==> config.mk <==
export PLATFORM = sky130hd
export DESIGN_NAME = fetch_controller_flat
export DESIGN_NICKNAME = d
export VERILOG_FILES = /design/src/rtl/fetch_controller_if.sv /design/src/rtl/fetch_controller.sv /design/src/flat_wrapper.sv
export SDC_FILE = /design/constraint.sdc
export NUM_CORES = 1
export LEC_CHECK = 0
export CAP_MARGIN = 25
export CORE_UTILIZATION = 30
export CTS_BUF_LIST = sky130_fd_sc_hd__clkbuf_4
export DETAILED_ROUTE_END_ITERATION = 8
export GPL_TIMING_DRIVEN = 0
export PLACE_DENSITY = 0.7
export SLEW_MARGIN = 20
export SYNTH_ARGS = -nofsm -noshare
export SYNTH_HDL_FRONTEND = slang
export SYNTH_SLANG_ARGS = --single-unit
==> constraint.sdc <==
create_clock -name clk -period 4.6 [get_ports clk]
set_input_delay 1.38 -clock clk [delete_from_list [all_inputs] [get_ports clk]]
set_output_delay 1.38 -clock clk [all_outputs]
set_load 0.005 [all_outputs]
==> src/rtl/fetch_controller_if.sv <==
// Fetch-stage bundle: PC update, imem request handshake, decode/redirect controls.
// The controller uses the master modport; the PC/imem/decode side uses slave.
interface fetch_controller_if;
  logic [31:0] curr_addr;
  logic [31:0] next_addr;
  logic        stall_fetch_stg;
  logic        imem_req;
  logic        imem_rdy;
  logic        hazard_stall;
  logic        redirect_valid;
  logic [31:0] redirect_target;
  logic        if_valid;
  logic        flush_if;
  logic        fetch_err;
  logic        misalign_trap;

  modport master (
    input  curr_addr, imem_rdy, hazard_stall, redirect_valid, redirect_target,
    output next_addr, stall_fetch_stg, imem_req, if_valid, flush_if, fetch_err, misalign_trap
  );

  modport slave (
    output curr_addr, imem_rdy, hazard_stall, redirect_valid, redirect_target,
    input  next_addr, stall_fetch_stg, imem_req, if_valid, flush_if, fetch_err, misalign_trap
  );
endinterface

==> src/rtl/fetch_controller.sv <==
// Fetch sequencer: one PC decision per cycle from redirect, imem wait and decode hazard; outputs
// combinational from state. Backpressure via stall_fetch_stg; MISALIGN_TRAP_EN enables redirect trap.
module fetch_controller #(
  parameter logic [31:0] RESET_VEC    = 32'h0000_0000,
  parameter logic [31:0] TRAP_VEC     = 32'h0000_0004,
  parameter int          WAIT_TIMEOUT = 15
) (
  input  logic               clk,
  input  logic               rst,
  fetch_controller_if.master bus
);

  typedef enum logic [2:0] {BOOT, REQ, WAIT, HOLD, ERR} state_t;

  localparam logic [7:0] TIMEOUT = 8'(WAIT_TIMEOUT);

  state_t      state, state_nxt;
  logic [7:0]  wait_cnt, wait_cnt_nxt;
  logic [31:0] pc_inc;
  logic [31:0] redirect_addr;
  logic        misaligned;

  assign pc_inc = bus.curr_addr + 32'd4;

`ifdef MISALIGN_TRAP_EN
  assign misaligned    = |bus.redirect_target[1:0];
  assign redirect_addr = misaligned ? TRAP_VEC : bus.redirect_target;
`else
  logic unused_trap;
  assign unused_trap   = ^{bus.redirect_target[1:0], TRAP_VEC};
  assign misaligned    = 1'b0;
  assign redirect_addr = {bus.redirect_target[31:2], 2'b00};
`endif

  always_ff @(posedge clk) begin
    if (rst) begin
      state    <= BOOT;
      wait_cnt <= 8'd0;
    end else begin
      state    <= state_nxt;
      wait_cnt <= wait_cnt_nxt;
    end
  end

  always_comb begin
    state_nxt           = state;
    wait_cnt_nxt        = wait_cnt;
    bus.next_addr       = bus.curr_addr;
    bus.stall_fetch_stg = 1'b1;
    bus.imem_req        = 1'b0;
    bus.if_valid        = 1'b0;
    bus.flush_if        = 1'b0;
    bus.fetch_err       = 1'b0;
    bus.misalign_trap   = 1'b0;

    if (rst) begin
      bus.next_addr = RESET_VEC;
    end else if (state == BOOT) begin
      bus.next_addr       = RESET_VEC;
      bus.stall_fetch_stg = 1'b0;
      wait_cnt_nxt        = 8'd0;
      state_nxt           = REQ;
    end else if (bus.redirect_valid) begin
      // Dropping imem_req here cancels any pending fetch, so a same-cycle rdy is discarded.
      bus.next_addr       = redirect_addr;
      bus.stall_fetch_stg = 1'b0;
      bus.flush_if        = 1'b1;
      bus.misalign_trap   = misaligned;
      bus.fetch_err       = (state == ERR);
      wait_cnt_nxt        = 8'd0;
      state_nxt           = REQ;
    end else begin
      unique case (state)
        REQ, WAIT: begin
          bus.imem_req = 1'b1;
          if (bus.imem_rdy) begin
            bus.if_valid = 1'b1;
            wait_cnt_nxt = 8'd0;
            if (!bus.hazard_stall) begin
              bus.stall_fetch_stg = 1'b0;
              bus.next_addr       = pc_inc;
              state_nxt           = REQ;
            end else begin
              state_nxt = HOLD;
            end
          end else if (wait_cnt == TIMEOUT) begin
            wait_cnt_nxt = 8'd0;
            state_nxt    = ERR;
          end else begin
            wait_cnt_nxt = wait_cnt + 8'd1;
            state_nxt    = WAIT;
          end
        end
        HOLD: begin
          bus.if_valid = 1'b1;
          if (!bus.hazard_stall) begin
            bus.stall_fetch_stg = 1'b0;
            bus.next_addr       = pc_inc;
            state_nxt           = REQ;
          end
        end
        ERR: begin
          bus.fetch_err = 1'b1;
        end
        default: begin
          state_nxt = BOOT;
        end
      endcase
    end
  end

  a_flush_kills_fetch: assert property (@(posedge clk) disable iff (rst)
    bus.flush_if |-> (!bus.if_valid && !bus.imem_req));
  a_trap_with_flush: assert property (@(posedge clk) disable iff (rst)
    bus.misalign_trap |-> bus.flush_if);
  a_err_no_req: assert property (@(posedge clk) disable iff (rst)
    bus.fetch_err |-> !bus.imem_req);

endmodule

==> src/flat_wrapper.sv <==
// flat-port wrapper written by rule: the top's interface ports become plain ports
module fetch_controller_flat 
#(
  parameter logic [31:0] RESET_VEC    = 32'h0000_0000,
  parameter logic [31:0] TRAP_VEC     = 32'h0000_0004,
  parameter int          WAIT_TIMEOUT = 15
)
  (clk, rst, bus_curr_addr, bus_imem_rdy, bus_hazard_stall, bus_redirect_valid, bus_redirect_target, bus_next_addr, bus_stall_fetch_stg, bus_imem_req, bus_if_valid, bus_flush_if, bus_fetch_err, bus_misalign_trap);
  fetch_controller_if bus_i ();
  input  logic clk;
  input  logic rst;
  input wire logic [$bits(bus_i.curr_addr)-1:0] bus_curr_addr;
  input wire logic [$bits(bus_i.imem_rdy)-1:0] bus_imem_rdy;
  input wire logic [$bits(bus_i.hazard_stall)-1:0] bus_hazard_stall;
  input wire logic [$bits(bus_i.redirect_valid)-1:0] bus_redirect_valid;
  input wire logic [$bits(bus_i.redirect_target)-1:0] bus_redirect_target;
  output wire logic [$bits(bus_i.next_addr)-1:0] bus_next_addr;
  output wire logic [$bits(bus_i.stall_fetch_stg)-1:0] bus_stall_fetch_stg;
  output wire logic [$bits(bus_i.imem_req)-1:0] bus_imem_req;
  output wire logic [$bits(bus_i.if_valid)-1:0] bus_if_valid;
  output wire logic [$bits(bus_i.flush_if)-1:0] bus_flush_if;
  output wire logic [$bits(bus_i.fetch_err)-1:0] bus_fetch_err;
  output wire logic [$bits(bus_i.misalign_trap)-1:0] bus_misalign_trap;
  assign bus_i.curr_addr = bus_curr_addr;
  assign bus_i.imem_rdy = bus_imem_rdy;
  assign bus_i.hazard_stall = bus_hazard_stall;
  assign bus_i.redirect_valid = bus_redirect_valid;
  assign bus_i.redirect_target = bus_redirect_target;
  assign bus_next_addr = bus_i.next_addr;
  assign bus_stall_fetch_stg = bus_i.stall_fetch_stg;
  assign bus_imem_req = bus_i.imem_req;
  assign bus_if_valid = bus_i.if_valid;
  assign bus_flush_if = bus_i.flush_if;
  assign bus_fetch_err = bus_i.fetch_err;
  assign bus_misalign_trap = bus_i.misalign_trap;
  fetch_controller #(.RESET_VEC(RESET_VEC), .TRAP_VEC(TRAP_VEC), .WAIT_TIMEOUT(WAIT_TIMEOUT)) u_core (.clk(clk), .rst(rst), .bus(bus_i));
endmodule
==> results.tsv <==
stage	metric	value	unit
routing	DRT Pass-1 Iters	4	
synthesis	Post-synth EDFFs	0	
timing	Final period util	98.5	%
global_route	first-pass GRT wire length	11000	µm
synthesis	post-synthesis cell type count	39	
routing	Vias	2400	
setup_path	Setup CP Type	in -> out	
floorplan	initial core utilization	31.8	%
timing	final count of pins violating max slew	0	
global_route	global route hottest layer	met2	
routing	DRT iter0 DRCs	119	
timing	Worst slew margin	59.9	%
global_route	number of global-route vias before repair	2350	
cells_and_area	Area Overhead vs Synth	98.3	%
synthesis	Synth Instances	255	
hold_path	Hold/Removal Path Class	reg -> reg	
clock_network	Sinks on Clock Net	11	
pwr	power density over cell area	109	mW/mm²
synthesis	top_reg_cell synth	dfxtp_1	
pwr	Tot Pwr	357	µW
synthesis	register bit total from synthesis	11	
cells_and_area	most common cell after layout, fill and taps aside	clkdlybuf4s50_1	
clock_network	post-cts hold buffer count	0	
clock_network	CTS tree	yes	
synthesis	yosys warns	0	
timing	RSZ-0062 raised after global routing	yes	
synthesis	Syn Area/Cell	6.49	µm²
global_route	largest net degree at the start of global routing	15	
cells_and_area	ANT cells	0	
timing	hold violation count in the final report	0	
synthesis	post-synthesis async set-or-reset flop share	0	%
floorplan	Ports	107	
timing	Finish-stage setup viols	0	
routing	detailed-route DRC error count	0	
floorplan	total die area	0.00582	mm²
placement	number of I/O port buffers	103	
setup_path	Startpoint Class	input port	
clock_network	H-tree Lvls	1	
clock_network	root buf cell	clkbuf_4	
cells_and_area	fillers	494	
clock_network	clk_lat worst skew	0.28	ns
setup_path	worst-path cell chain	clkdlybuf4s50_1, and3_4, buf_4, nand2_1, nor4_4, xnor2_1, a21oi_1, dlygate4sd2_1	
cells_and_area	nets	457	
pwr	Max IR drop VDD	0.0000639	V
global_route	met2 Use GR	40.2	%
clock_network	Clock Path Buffers	2	
setup_path	Worst setup EP type	output port	
setup_path	Worst Path Buf+Inv	3	
setup_path	Max stage delay on crit path	0.49	ns
placement	dpl hpwl	4500	µm
cells_and_area	share of layout cells above drive strength 1	24.4	%
placement	placer congestion estimate	0.787	
setup_path	required time worst endpoint	3.22	ns
global_route	GR Util All Layers	22.8	%
routing	Detail Route Antenna Nets	0	
run	max-cap violation count	0	
run_status	status	finished clean	
routing	routed wire length	6580	µm
timing	crit path time final	4.53	ns
setup_path	CP Max Fanout	3	
setup_path	slowest stage cell, crit path	clkdlybuf4s50_1	
cells_and_area	commonest non-fill, non-tap cells in the layout	clkdlybuf4s50_1 (60), a21oi_1 (34), o21ai_0 (30), xnor2_1 (25), buf_4 (23)	
global_route	GRT overflow	0	
clock_network	Worst-path clk slew	0.06	ns
floorplan	placement row count	26	
timing	Slew @ Worst Pin	0.595	ns
timing	setup TNS	0	ns
setup_path	Critical Path AT	3.15	ns
floorplan	die height	76.3	µm
global_route	met3 GRT Util	3.23	%
floorplan	CORE AREA	0.00520	mm²
clock_network	clock buffer count from CTS	3	
timing	max frequency	221	MHz
synthesis	sequential share of the synthesized area	13.3	%
timing	clock skew	0.00816	ns
global_route	grt met1 use	28.6	%
synthesis	Cell Area, Synth	0.00166	mm²
routing	drt via density	5.27	
setup_path	critical path's top delay family	buffers and inverters	
routing	DR WL/cell	14.5	µm
floorplan	width of the chip	76.3	µm
global_route	antenna violations before repair	0	
synthesis	Syn Nets	326	
pwr	LEAKAGE	0.00139	µW
-- Yosys cell counts, drive strengths merged (3+ instances only) --
cell type	n	area, µm²
a21oi	34	170
a311oi	4	35.0
a41oi	3	26.3
and3	9	56.3
buf	6	47.5
clkbuf	12	45.0
dfxtp	11	220
inv	9	33.8
mux2i	3	30.0
nand2	19	71.3
nand3	15	87.6
nand4	5	31.3
nor2	20	75.1
nor3	12	60.1
nor4	13	87.6
o21ai	30	150
or2	3	18.8
xnor2	25	219
xor2	4	35.0
-- path summary, 6_finish.rpt --
path | endpoint | slack, ns | from | cells after the start
min reg2reg | u_core.wait_cnt[7]$_SDFFE_PP0P_ | 0.49 | u_core.wait_cnt[7]$_SDFFE_PP0P_ | 1
min | u_core.wait_cnt[7]$_SDFFE_PP0P_ | 0.49 | u_core.wait_cnt[7]$_SDFFE_PP0P_ | 1
max | bus_next_addr[21] | 0.07 | bus_curr_addr[19] | 8
max reg2reg | u_core.wait_cnt[6]$_SDFFE_PP0P_ | 2.74 | u_core.wait_cnt[0]$_SDFFE_PP0P_ | 7
-- power by group --
part	switching, µW	total (µW)	internal, µW
Sequential	1.59	97.8	96.2
Combinational	83.5	186	103
Clock	33.8	73.3	39.5
-- state kept, by name (all words and copies together), names as in the netlist --
| name | count |
|---|---|
| u_core.wait_cnt | 8 |
| u_core.state | 3 |
-- routing by layer --
layer	wire, µm	part of all wire, %
met2	3220	49
met4	114	1.7
met3	309	4.7
met1	2930	45
met5	0	0
-- worst reg2reg max path: stages, from the launching register on --
cell	delay, ns
dfxtp_1	0.33
ha_1	0.23
and3_1	0.18
clkbuf_1	0.16
a211oi_2	0.22
buf_4	0.20
a41oi_1	0.12
a311oi_1	0.30
-- layout make-up --
type                       instances  area [µm²]  share of cell area, %
tap                               70        87.6                   2.67
sequential                        11         220                   6.71
clock buffer                       4        30.0                  0.915
inverter                           9        33.8                   1.03
buffer                            15         114                   3.47
multi-input combinational        217        1600                   48.7
timing repair buffer             129        1200                   36.5
-- cell families after synthesis --
logic type	after synthesis	synth area share [%]
and+or+nand+nor	104	33.4
AOI/OAI and AO/OA	77	25.9
xor gates and xnor gates	29	15.3
buffers and inverters	27	7.63
DFF	11	13.3
adders and majority gates	3	2.34
muxes	3	1.81
other	1	0.227
-- metrics by stage --
step                std cells  hold slack (ns)  cell area [µm²]  setup WS (ns)  util, %
floorplan                 255            0.452             1660          0.672        -
global placement          428            0.472             2770         -0.541     53.3
detailed placement        428            0.482             2770         -0.571     53.3
CTS                       452            0.491             3230        -0.0154     62.1
global route              455            0.525             3280        -0.0149     63.1
finish                    455            0.493             3280         0.0706     63.1
-- timing repair --
| action | 4_1_cts | 5_1_grt |
|---|---|---|
| cloned | 1 | 0 |
| gates resized for setup | 116 | 30 |
| pin swaps | 17 | 10 |
| setup buffers | 22 | 3 |
| endpoints found under the setup margin | 34 | 19 |
Power figures use the tool's default switching activity.
